### src/rtl/dawson_if_pkg.sv
// Shared types for the Dawson FPU request/response wrapper: FSM state encoding
// and the default datapath width.
package dawson_if_pkg;

    localparam int DEFAULT_WIDTH = 64;

    typedef enum logic [2:0] {
        ST_RESET   = 3'd0,
        ST_IDLE    = 3'd1,
        ST_WAIT_TX = 3'd2,
        ST_WAIT_RX = 3'd3,
        ST_RECEIVE = 3'd4,
        ST_RX_USER = 3'd5
    } state_t;

endpackage

### src/rtl/dawson_if.sv
// Bridges a user request/ready port to a Dawson-style FPU stb/ack handshake.
// Optional macro DAWSON_IF_BUSY_EN adds a registered busy output.
//
// state    | meaning
// ---------+-----------------------------------------------------------
// RESET    | holding the unit in reset; leaves on the first clock
// IDLE     | waiting for ready_in, operands latched on request
// WAIT_TX  | strobing operands until both A and B have been acked
// WAIT_RX  | waiting for the unit's output_z_stb
// RECEIVE  | output_z_ack high for one cycle, result captured
// RX_USER  | ready_out pulse to the user, then back to IDLE
module dawson_if
    import dawson_if_pkg::*;
#(
    parameter int WIDTH = DEFAULT_WIDTH
) (
    input  logic             clock,
    input  logic             reset_n,
    input  logic [WIDTH-1:0] a,
    input  logic [WIDTH-1:0] b,
    input  logic             ready_in,
    output logic [WIDTH-1:0] out,
    output logic             ready_out,
`ifdef DAWSON_IF_BUSY_EN
    output logic             busy,
`endif
    output logic             clk,
    output logic             rst,
    output logic [WIDTH-1:0] input_a,
    output logic [WIDTH-1:0] input_b,
    output logic             input_a_stb,
    output logic             input_b_stb,
    output logic             output_z_ack,
    input  logic [WIDTH-1:0] output_z,
    input  logic             output_z_stb,
    input  logic             input_a_ack,
    input  logic             input_b_ack
);

    state_t state;
    logic   a_done;
    logic   b_done;
    logic   a_fin;
    logic   b_fin;

    assign clk = clock;
    assign rst = !reset_n || (state == ST_RESET);

    // An operand counts as delivered once acked, including an ack on this very clock.
    assign a_fin = a_done || (input_a_stb && input_a_ack);
    assign b_fin = b_done || (input_b_stb && input_b_ack);

    always_ff @(posedge clock or negedge reset_n) begin
        if (!reset_n) begin
            state        <= ST_RESET;
            input_a      <= '0;
            input_b      <= '0;
            out          <= '0;
            input_a_stb  <= 1'b0;
            input_b_stb  <= 1'b0;
            output_z_ack <= 1'b0;
            ready_out    <= 1'b0;
            a_done       <= 1'b0;
            b_done       <= 1'b0;
        end else begin
            case (state)
                ST_RESET: begin
                    state <= ST_IDLE;
                end
                ST_IDLE: begin
                    if (ready_in) begin
                        input_a     <= a;
                        input_b     <= b;
                        input_a_stb <= 1'b1;
                        input_b_stb <= 1'b1;
                        a_done      <= 1'b0;
                        b_done      <= 1'b0;
                        state       <= ST_WAIT_TX;
                    end
                end
                ST_WAIT_TX: begin
                    if (input_a_stb && input_a_ack) begin
                        input_a_stb <= 1'b0;
                        a_done      <= 1'b1;
                    end
                    if (input_b_stb && input_b_ack) begin
                        input_b_stb <= 1'b0;
                        b_done      <= 1'b1;
                    end
                    if (a_fin && b_fin) begin
                        input_a_stb <= 1'b0;
                        input_b_stb <= 1'b0;
                        state       <= ST_WAIT_RX;
                    end
                end
                ST_WAIT_RX: begin
                    output_z_ack <= 1'b0;
                    if (output_z_stb) begin
                        output_z_ack <= 1'b1;
                        state        <= ST_RECEIVE;
                    end
                end
                ST_RECEIVE: begin
                    out          <= output_z;
                    output_z_ack <= 1'b0;
                    ready_out    <= 1'b1;
                    state        <= ST_RX_USER;
                end
                ST_RX_USER: begin
                    ready_out <= 1'b0;
                    state     <= ST_IDLE;
                end
                default: begin
                    state <= ST_RESET;
                end
            endcase
        end
    end

`ifdef DAWSON_IF_BUSY_EN
    // busy reflects the state being entered, so it lines up with the other registered outputs.
    always_ff @(posedge clock or negedge reset_n) begin
        if (!reset_n) begin
            busy <= 1'b0;
        end else begin
            case (state)
                ST_IDLE:    busy <= ready_in;
                ST_WAIT_TX: busy <= 1'b1;
                ST_WAIT_RX: busy <= 1'b1;
                ST_RECEIVE: busy <= 1'b1;
                default:    busy <= 1'b0;
            endcase
        end
    end
`endif

endmodule

### config.mk
export PLATFORM = sky130hd
export DESIGN_NAME = dawson_if
export DESIGN_NICKNAME = d
export VERILOG_FILES = /design/src/rtl/dawson_if_pkg.sv /design/src/rtl/dawson_if.sv
export SDC_FILE = /design/constraint.sdc
export NUM_CORES = 1
export LEC_CHECK = 0
export BUFFER_PORTS_ARGS = -buffer_cell sky130_fd_sc_hd__buf_2
export CORE_AREA = 2 2 155 157
export CTS_CLUSTER_DIAMETER = 60
export CTS_CLUSTER_SIZE = 24
export DETAILED_ROUTE_END_ITERATION = 7
export DIE_AREA = 0 0 157 159
export GPL_TIMING_DRIVEN = 0
export PLACE_DENSITY = 0.7
export SYNTH_ARGS = -nofsm -noshare
export SYNTH_HDL_FRONTEND = slang
export SYNTH_SLANG_ARGS = --single-unit
export TNS_END_PERCENT = 10
### constraint.sdc
create_clock -name clock -period 4.2 [get_ports clock]
set_clock_uncertainty 0.2 [all_clocks]
set_input_delay 0.42 -clock clock [delete_from_list [all_inputs] [get_ports clock]]
set_output_delay 0.42 -clock clock [all_outputs]
set_load 0.01 [all_outputs]
==> impl_summary.md, run 1 <==
Synth
The cell area that synthesis handed to floorplanning was 0.00758 mm2. The number of distinct library cells after synthesis is 26. After synthesis, the share of flip-flops with an asynchronous set or reset is 100%. The number of nets in the synthesized netlist is between 600 and 700. In this run the mean area of a mapped cell was ~17 um2. The post-synthesis cell count is approximately 450. The portion of synthesized cell area occupied by the leading cell type is between 60% and 70%. For this run, the number of Yosys warnings is 0. The synthesized design contains 0 enable-type register cells. By count the netlist is led by 201 x sky130_fd_sc_hd__dfrtp_1, 192 x sky130_fd_sc_hd__mux2_2, 15 x sky130_fd_sc_hd__buf_2.

sky130_fd_sc_hd__dfrtp_1 takes more of the synthesized area than any other cell. Sorting the synthesized cells by area gives the leading types as sky130_fd_sc_hd__dfrtp_1 66%, sky130_fd_sc_hd__mux2_2 29%, sky130_fd_sc_hd__buf_2 0.99%. Among all cell types in the netlist, the one instantiated most often is sky130_fd_sc_hd__dfrtp_1. The flip-flop cell with the highest count after synthesis is sky130_fd_sc_hd__dfrtp_1.

The number of storage elements in the synthesis netlist is ~200. The portion of the post-synthesis area used by sequential elements is between 60 and 70%.

Global routing
The first-pass GRT wire length is approximately 35000 um. The global routing usage summed across all routing layers is 17.6%. The via count of the first global-routing pass was just under 7000. The total congestion overflow is 0. The initial antenna violation count is 0. Entering global routing, the biggest net connects roughly 100 pins.

Route
The detail route stage leaves a number of antenna-violating nets equal to 0. The per-cell routed wire length is approximately 16 um. Wires add up to between 20000 and 25000 um. The DRC violation count after routing is 0. Using the TritonRoute via totals, the vias-per-cell ratio works out to ~4.4. In this run, the number of DRC markers left after iteration 0 of detailed routing was 216. The iteration count of the initial detailed-routing pass is 4.

The total number of vias is approximately 6200.

Job
Across the run, the number of max-cap violations was 0.

Setup path
For this run, the slowest stage of the critical path takes around 0.13 ns. The first element of the critical path is clock. The required time of the critical path is 3.58 ns. The reg-to-reg critical path startpoint is state[1]. The worst setup path is launched from a clock port. The data arrival time of the critical path is 2.59 ns. The most numerous cell on the critical path is sky130_fd_sc_hd__clkbuf_16. The critical path goes through clkbuf_16, clkbuf_16, buf_4, buf_2. In this run the critical register-to-register path is captured at out[48]. Across all register-to-register paths, the minimum setup slack is approximately 2 ns.

In this run the worst path has a maximum fanout of 2. Counting cells, the worst reg-to-reg path comes to 6. The worst setup path is captured at an output pin. The type of the worst setup path is clk -> out.

The slowest stage of the critical path is the sky130_fd_sc_hd__clkbuf_16 cell.

Hold path
The worst hold-check path type is in -> reg. Along the worst hold path, the cell count comes to 3. The worst hold path begins at input_a_ack. The path with the worst hold slack has its endpoint at input_a_stb.

Floorplan
From bottom edge to top edge, the die measures about 160 um. The count of standard-cell rows is 56. After floorplanning, the core was sized to cover ~0.023 mm2. The die is 157 um wide. The I/O pin count is 396.

The area of the die is 0.0250 mm2. The initial utilization of the core area, before any placement, comes to 32.7%.

Status
The run finished with clean final reports.

Timing
Hold is met by approximately 0.076 ns. The worst relative slew slack is roughly 48%. The total setup violations reported at the end of the flow is 0.

Setup repair after global routing left no endpoint under its margin. The transition time at the pin with the least slew margin is roughly 0.79 ns. The total count of hold-check failures in the final report is 0. Summed over all failing endpoints, the final setup total negative slack is 0 ns. The count of pins over their slew limit is 0.

Placed design
Port buffering added 395 buffers. The routability-driven placement congestion ratio is just under 0.8. Counting tap cells, the placed design contains a total of 1168 instances. The post-detailed-placement half-perimeter wirelength is 14300 um.

Layout
The repair_antennas step left the layout with diodes totalling 0. The layout overhead on the synthesized area is 65.4%. Cells with a size suffix above 1 make up around three fifths of the layout. The number of nets in the final layout is 1263. The fraction of the core area covered by cells at the end of the flow is around 54%. The non-filler instance count after layout is between 1000 and 1500.

Clocking
The clock latency on the worst-skew pair is approximately 0.60 ns. TritonCTS built the clock tree. The clock input transition at the sequential cells of the worst setup and hold paths is 0.08 ns.

Power
The analysis attributes to cell leakage a power of ~6.1 nW. Dividing total power by cell area gives a power density of slightly below 700 mW/mm2. VDD sags by at most between 0.3 and 0.4 mV.
[cell usage in the layout (no fill, tap or decap), drive strengths merged]
cell and n:
buf 421, dlygate4sd3 196, nor3b 1, clkbuf 19, and2 2, a221o 2
a21o 1, dfrtp 201, mux2 192, a21boi 1, or3b 1, a221oi 1
inv 5, nor2b 2, o31ai 1, nand2b 1, clkinvlp 1, a31o 1
nand2 3, a21oi 4, and3b 2, nand3b 1, a311oi 1, nor2 3
clkinv 5, mux2i 2, nor4bb 1, bufinv 2, o22ai 1
[critical path: cells and delay by family]
family / cells / cell delay [ns]
buf+inv: 4 / 0.49
[registers in the layout (all words and copies together) (netlist names)]
register / cells
input_a_stb: 1
input_a: 64
out: 64
state: 3
output_z_ack: 1
input_b_stb: 1
input_b: 64
b_done: 1
ready_out: 1
a_done: 1
[final cells by class]
class	count	area (um2)
clock inverters	10	114
flip-flops and latches	201	5030
clock buffers	20	469
well taps	319	399
fillers	1872	10700
inverters	3	11.3
repair buffers	591	3970
multi-input cells	224	2380
plain buffers	25	154
[what timing repair did]
action,4_1_cts,5_1_grt
endpoints found under the hold margin,297,0
buffers inserted,0,0
hold buffers,196,0
resized for setup,0,0
[kinds of logic after synthesis]
group	count (synthesis)	share of synthesized area, %
simple gates	17	1.39
flops	201	66.4
mux	194	28.8
compound gates	13	1.26
buf+inv	28	2.18
[metal layers]
metal  up-vias  wire (um)  GRT usage (%)
li1       2833          -              -
met1      3002       8160           18.3
met2       279      12000           32.5
met3        70       1570           4.16
met4         0       1020           9.01
met5         -          0              0
[power by group]
part / switching [W] / internal (W)
sequential: 0.000506 / 0.00291
combinational: 0.00163 / 0.00187
clock: 0.000731 / 0.000948
total: 0.00286 / 0.00573
[how the worst max path moves through the flow]
stage                    to  slack (ns)
finish                  clk        0.99
global route            rst        0.94
CTS                     clk        0.99
detailed placement      clk        1.25
global placement    out[42]       -0.90
floorplan               clk        1.36
[metrics by stage]
| stage | cell area [um2] | worst slack [ns] | power, W |
|---|---|---|---|
| 3_3_place_gp | 9950 | -0.898 | 0.00667 |
| 4_1_cts | 12500 | 0.990 | 0.00862 |
| 2_1_floorplan | 7580 | 1.36 | 0.00531 |
| 5_1_grt | 12500 | 0.943 | 0.00911 |
| 3_5_place_dp | 9990 | 1.25 | 0.00678 |
| 6_report | 12500 | 0.994 | 0.00860 |
(Power assumes the default switching activity.)
==> inputs of run 2 (changes only) <==
--- a/config.mk
+++ b/config.mk
@@ -5,14 +5,15 @@
 export SDC_FILE = /design/constraint.sdc
 export NUM_CORES = 1
 export LEC_CHECK = 0
+export ABC_AREA = 1
 export BUFFER_PORTS_ARGS = -buffer_cell sky130_fd_sc_hd__buf_2
-export CORE_AREA = 2 2 155 157
+export CORE_AREA = 2 2 156 158
 export CTS_CLUSTER_DIAMETER = 60
 export CTS_CLUSTER_SIZE = 24
 export DETAILED_ROUTE_END_ITERATION = 7
-export DIE_AREA = 0 0 157 159
+export DIE_AREA = 0 0 158 160
 export GPL_TIMING_DRIVEN = 0
-export PLACE_DENSITY = 0.7
+export PLACE_DENSITY = 0.71
 export SYNTH_ARGS = -nofsm -noshare
 export SYNTH_HDL_FRONTEND = slang
 export SYNTH_SLANG_ARGS = --single-unit
==> constraint.sdc (replaced) <==
create_clock -name clock -period 3.3 [get_ports clock]
set_clock_uncertainty 0.2 [all_clocks]
set_input_delay 0.33 -clock clock [delete_from_list [all_inputs] [get_ports clock]]
set_output_delay 0.33 -clock clock [all_outputs]
set_load 0.01 [all_outputs]
==> impl_summary.md, run 2 <==
Setup path
The combined buffer and inverter count along the critical path is 4. STA classifies the critical path startpoint as a primary input. The data arrival time of the critical path is approximately 2.2 ns. Counting cells, the worst reg-to-reg path comes to 6. By startpoint and endpoint, the worst setup path is classified as in -> out.

The slowest stage of the critical path belongs to the cell sky130_fd_sc_hd__dlygate4sd3_1. STA puts the critical path data required time at around 2.8 ns. The worst reg-to-reg setup slack is approximately 1.5 ns. The sort of element at the end of the critical path is an output pin. In this run the worst path has a maximum fanout of around 110. The signal on the critical path passes through dlygate4sd3_1, buf_8, buf_16, nand2_1, buf_2. The worst register-to-register path ends at input_b[8]. The startpoint identified for the worst register-to-register timing path is state[1]. The category of cells accounting for the largest share of critical-path delay is buffers and inverters. For this run, the slowest stage of the critical path takes ~0.57 ns.

Global routing
Across every metal layer, demand over resource in global routing totals 21.4%. The first-pass GRT wire length is 43100 um. Entering global routing, the biggest net connects between 100 and 150 pins. The initial antenna violation count is 1. After global routing the overflow that remains totals 0.

The via count of the first global-routing pass is between 8000 and 9000.

Power
The maximum vdd drop is 0.482 mV. In this run the power density over the cells is around 860 mW/mm2. After layout, the design draws a total of around 0.011 W. The analysis attributes to cell leakage a power of 7.40 nW.

Synth
The Yosys warning count is 0. The largest area contributor in the synthesized netlist is sky130_fd_sc_hd__dfrtp_1. The mapped netlist covers between 0.007 and 0.008 mm2. A synthesized cell averages ~9 um2. Yosys attributes the largest share of cell area to sky130_fd_sc_hd__dfrtp_1 63%, sky130_fd_sc_hd__nand2_1 16%, sky130_fd_sc_hd__o21ai_1 6.7%. In the synthesized netlist the dominant register cell turns out to be sky130_fd_sc_hd__dfrtp_1. When the netlist entered floorplanning its net count stood at between 1000 and 1500.

The number of distinct library cells after synthesis is 22. Ranked by instance count, the synthesized netlist is headed by 346 x sky130_fd_sc_hd__nand2_1, 201 x sky130_fd_sc_hd__dfrtp_1, 139 x sky130_fd_sc_hd__inv_1. The share of synthesized registers carrying an async set or reset is 100%. sky130_fd_sc_hd__nand2_1 is the most common cell in the netlist. Counting flops with a built-in enable in the synthesized netlist gives 0.

The number of storage elements in the synthesis netlist is around 200. Counting every instance in the synthesized netlist gives between 800 and 900. After synthesis, flip-flops and latches occupy 63.2% of the total area.

Summed over its instances, the top area cell type makes up between 60% and 70% of the synthesized netlist area.

Layout
The largest registers in the layout are input_a x64, input_b x64, out x64. From synthesis to final layout, the design area changed by 63.5%. The post-route netlist has between 30% and 40% of its cells at a drive strength greater than 1.

With fillers left out, the area of the finished cells amounts to 0.0130 mm2. The number of nets in the final layout is approximately 1700. The footprint of the multi-input gates is about 0.0021 mm2. The library cell used most frequently in the layout, excluding fill and tap cells, is sky130_fd_sc_hd__buf_2. Summing all flip-flop and latch instances after layout gives roughly 0.0050 mm2. The library cells used most frequently in the layout, excluding fill and tap cells, are 407 x sky130_fd_sc_hd__buf_2, 346 x sky130_fd_sc_hd__nand2_1, 201 x sky130_fd_sc_hd__dfrtp_1. The total of fill cells in the finished design is roughly 2000.

The fraction of the core area covered by cells at the end of the flow is 54.6%.

Route
The DRC violation total after the first TritonRoute iteration is just under 500. The first detailed-routing pass ran for 5 iterations. After detailed routing, the average wire length per cell comes to 15.2 um. The total length of routed wires is 27800 um.

Using the TritonRoute via totals, the vias-per-cell ratio works out to 4.51. The DRC violation count after routing is 0. The total number of vias is ~8000. The number of nets with antenna violations after detailed routing is 0.

Floorplan
The width of the die is around 160 um. The count of standard-cell rows is 57. The effective utilization at floorplan is between 30% and 40%. The floorplan step defined a die boundary enclosing around 0.025 mm2. From bottom edge to top edge, the die measures 160 um. The core region is ~0.024 mm2.

During I/O placement, the number of pins put on the boundary was 396.

Timing
The highest clock frequency the design can meet is about 370 MHz. Setup repair after global routing left no endpoint under its margin. The transition time at the pin with the least slew margin is ~0.74 ns. The worst relative slew slack is 50.6%.

Setup violations remaining at the end of the flow were counted as 0. The count of pins over their slew limit is 0. The smallest clock period supported by the final layout is computed as approximately 2.7 ns.

The aggregate negative setup slack is 0 ns. The part of the cycle the worst path needs is between 80 and 90%. The total count of hold-check failures in the final report was 0.

Placed design
The number of input and output port buffers inserted is 395. The post-detailed-placement half-perimeter wirelength is roughly 17000 um. The area after detailed placement is 0.0104 mm2. Routability-driven placement finished with a final weighted congestion of 0.814.

Job
Across the run, the number of max-cap violations was 0.

Clocking
After clock tree synthesis, the clock-pin slew on the worst setup and hold paths is approximately 0.08 ns. TritonCTS built the clock tree. The clock latency on the worst-skew pair is between 0.5 and 0.6 ns.

Status
The run finished with clean final reports.

Hold path
The path class of the tightest hold or removal check is in -> async.
run 2: timing repair:
action / in CTS / in global routing
setup buffers: 0 / 0
resized for setup: 0 / 0
endpoints found under the hold margin: 297 / 0
hold buffers: 197 / 0
run 2: final cells by class:
type | instances | share of cell area (%)
sequential | 201 | 38.7
clock inverter | 11 | 1.24
tap | 324 | 3.12
inverter | 140 | 4.04
clock buffer | 21 | 3.88
buffer | 42 | 2.58
multi-input combinational | 494 | 15.9
timing repair buffer | 592 | 30.6
antenna | 1 | 0.0192
run 2: cells by family (layout without fill, tap and decap cells):
kind of cell,count (synthesis),count (layout),share of synthesized area [%]
buffers and inverters,182,806,10.8
flip-flops,201,201,63.2
other,0,1,0
AO/OA/AOI/OAI,134,134,8.49
AND/OR/NAND/NOR,360,360,17.5
run 2: metrics by stage:
step                      instances  hold slack [ns]  worst slack (ns)
after CTS                      1825            0.157             0.469
after global placement         1596            0.258             -1.74
after floorplan                 877           -0.166              1.00
final                          1826            0.145             0.564
after detailed placement       1597            0.210             0.894
after global routing           1826            0.202             0.315
run 2: layer usage:
metal	track usage (%)	vias to the layer above	share of wire (%)
met1	23.5	3830	38
li1	-	3873	-
met2	37.5	411	49
met4	11.5	0	5.4
met5	0	-	0
met3	5.62	113	8.2
run 2: worst max path at each step:
stage               startpoint    endpoint  slack (ns)  cells after the start
floorplan                clock         clk        1.00                      1
global placement       reset_n  input_b[5]       -1.74                      1
detailed placement       clock         clk        0.89                      2
CTS                    reset_n         rst        0.47                      5
global route           reset_n         rst        0.31                      5
finish                 reset_n         rst        0.56                      5
run 2: where the power goes:
group | leakage [nW] | switching (W) | internal, W
sequential | 2.49 | 0.000673 | 0.00365
clock | 0.333 | 0.00107 | 0.00127
combinational | 4.58 | 0.00266 | 0.00188
total | 7.40 | 0.00440 | 0.00680
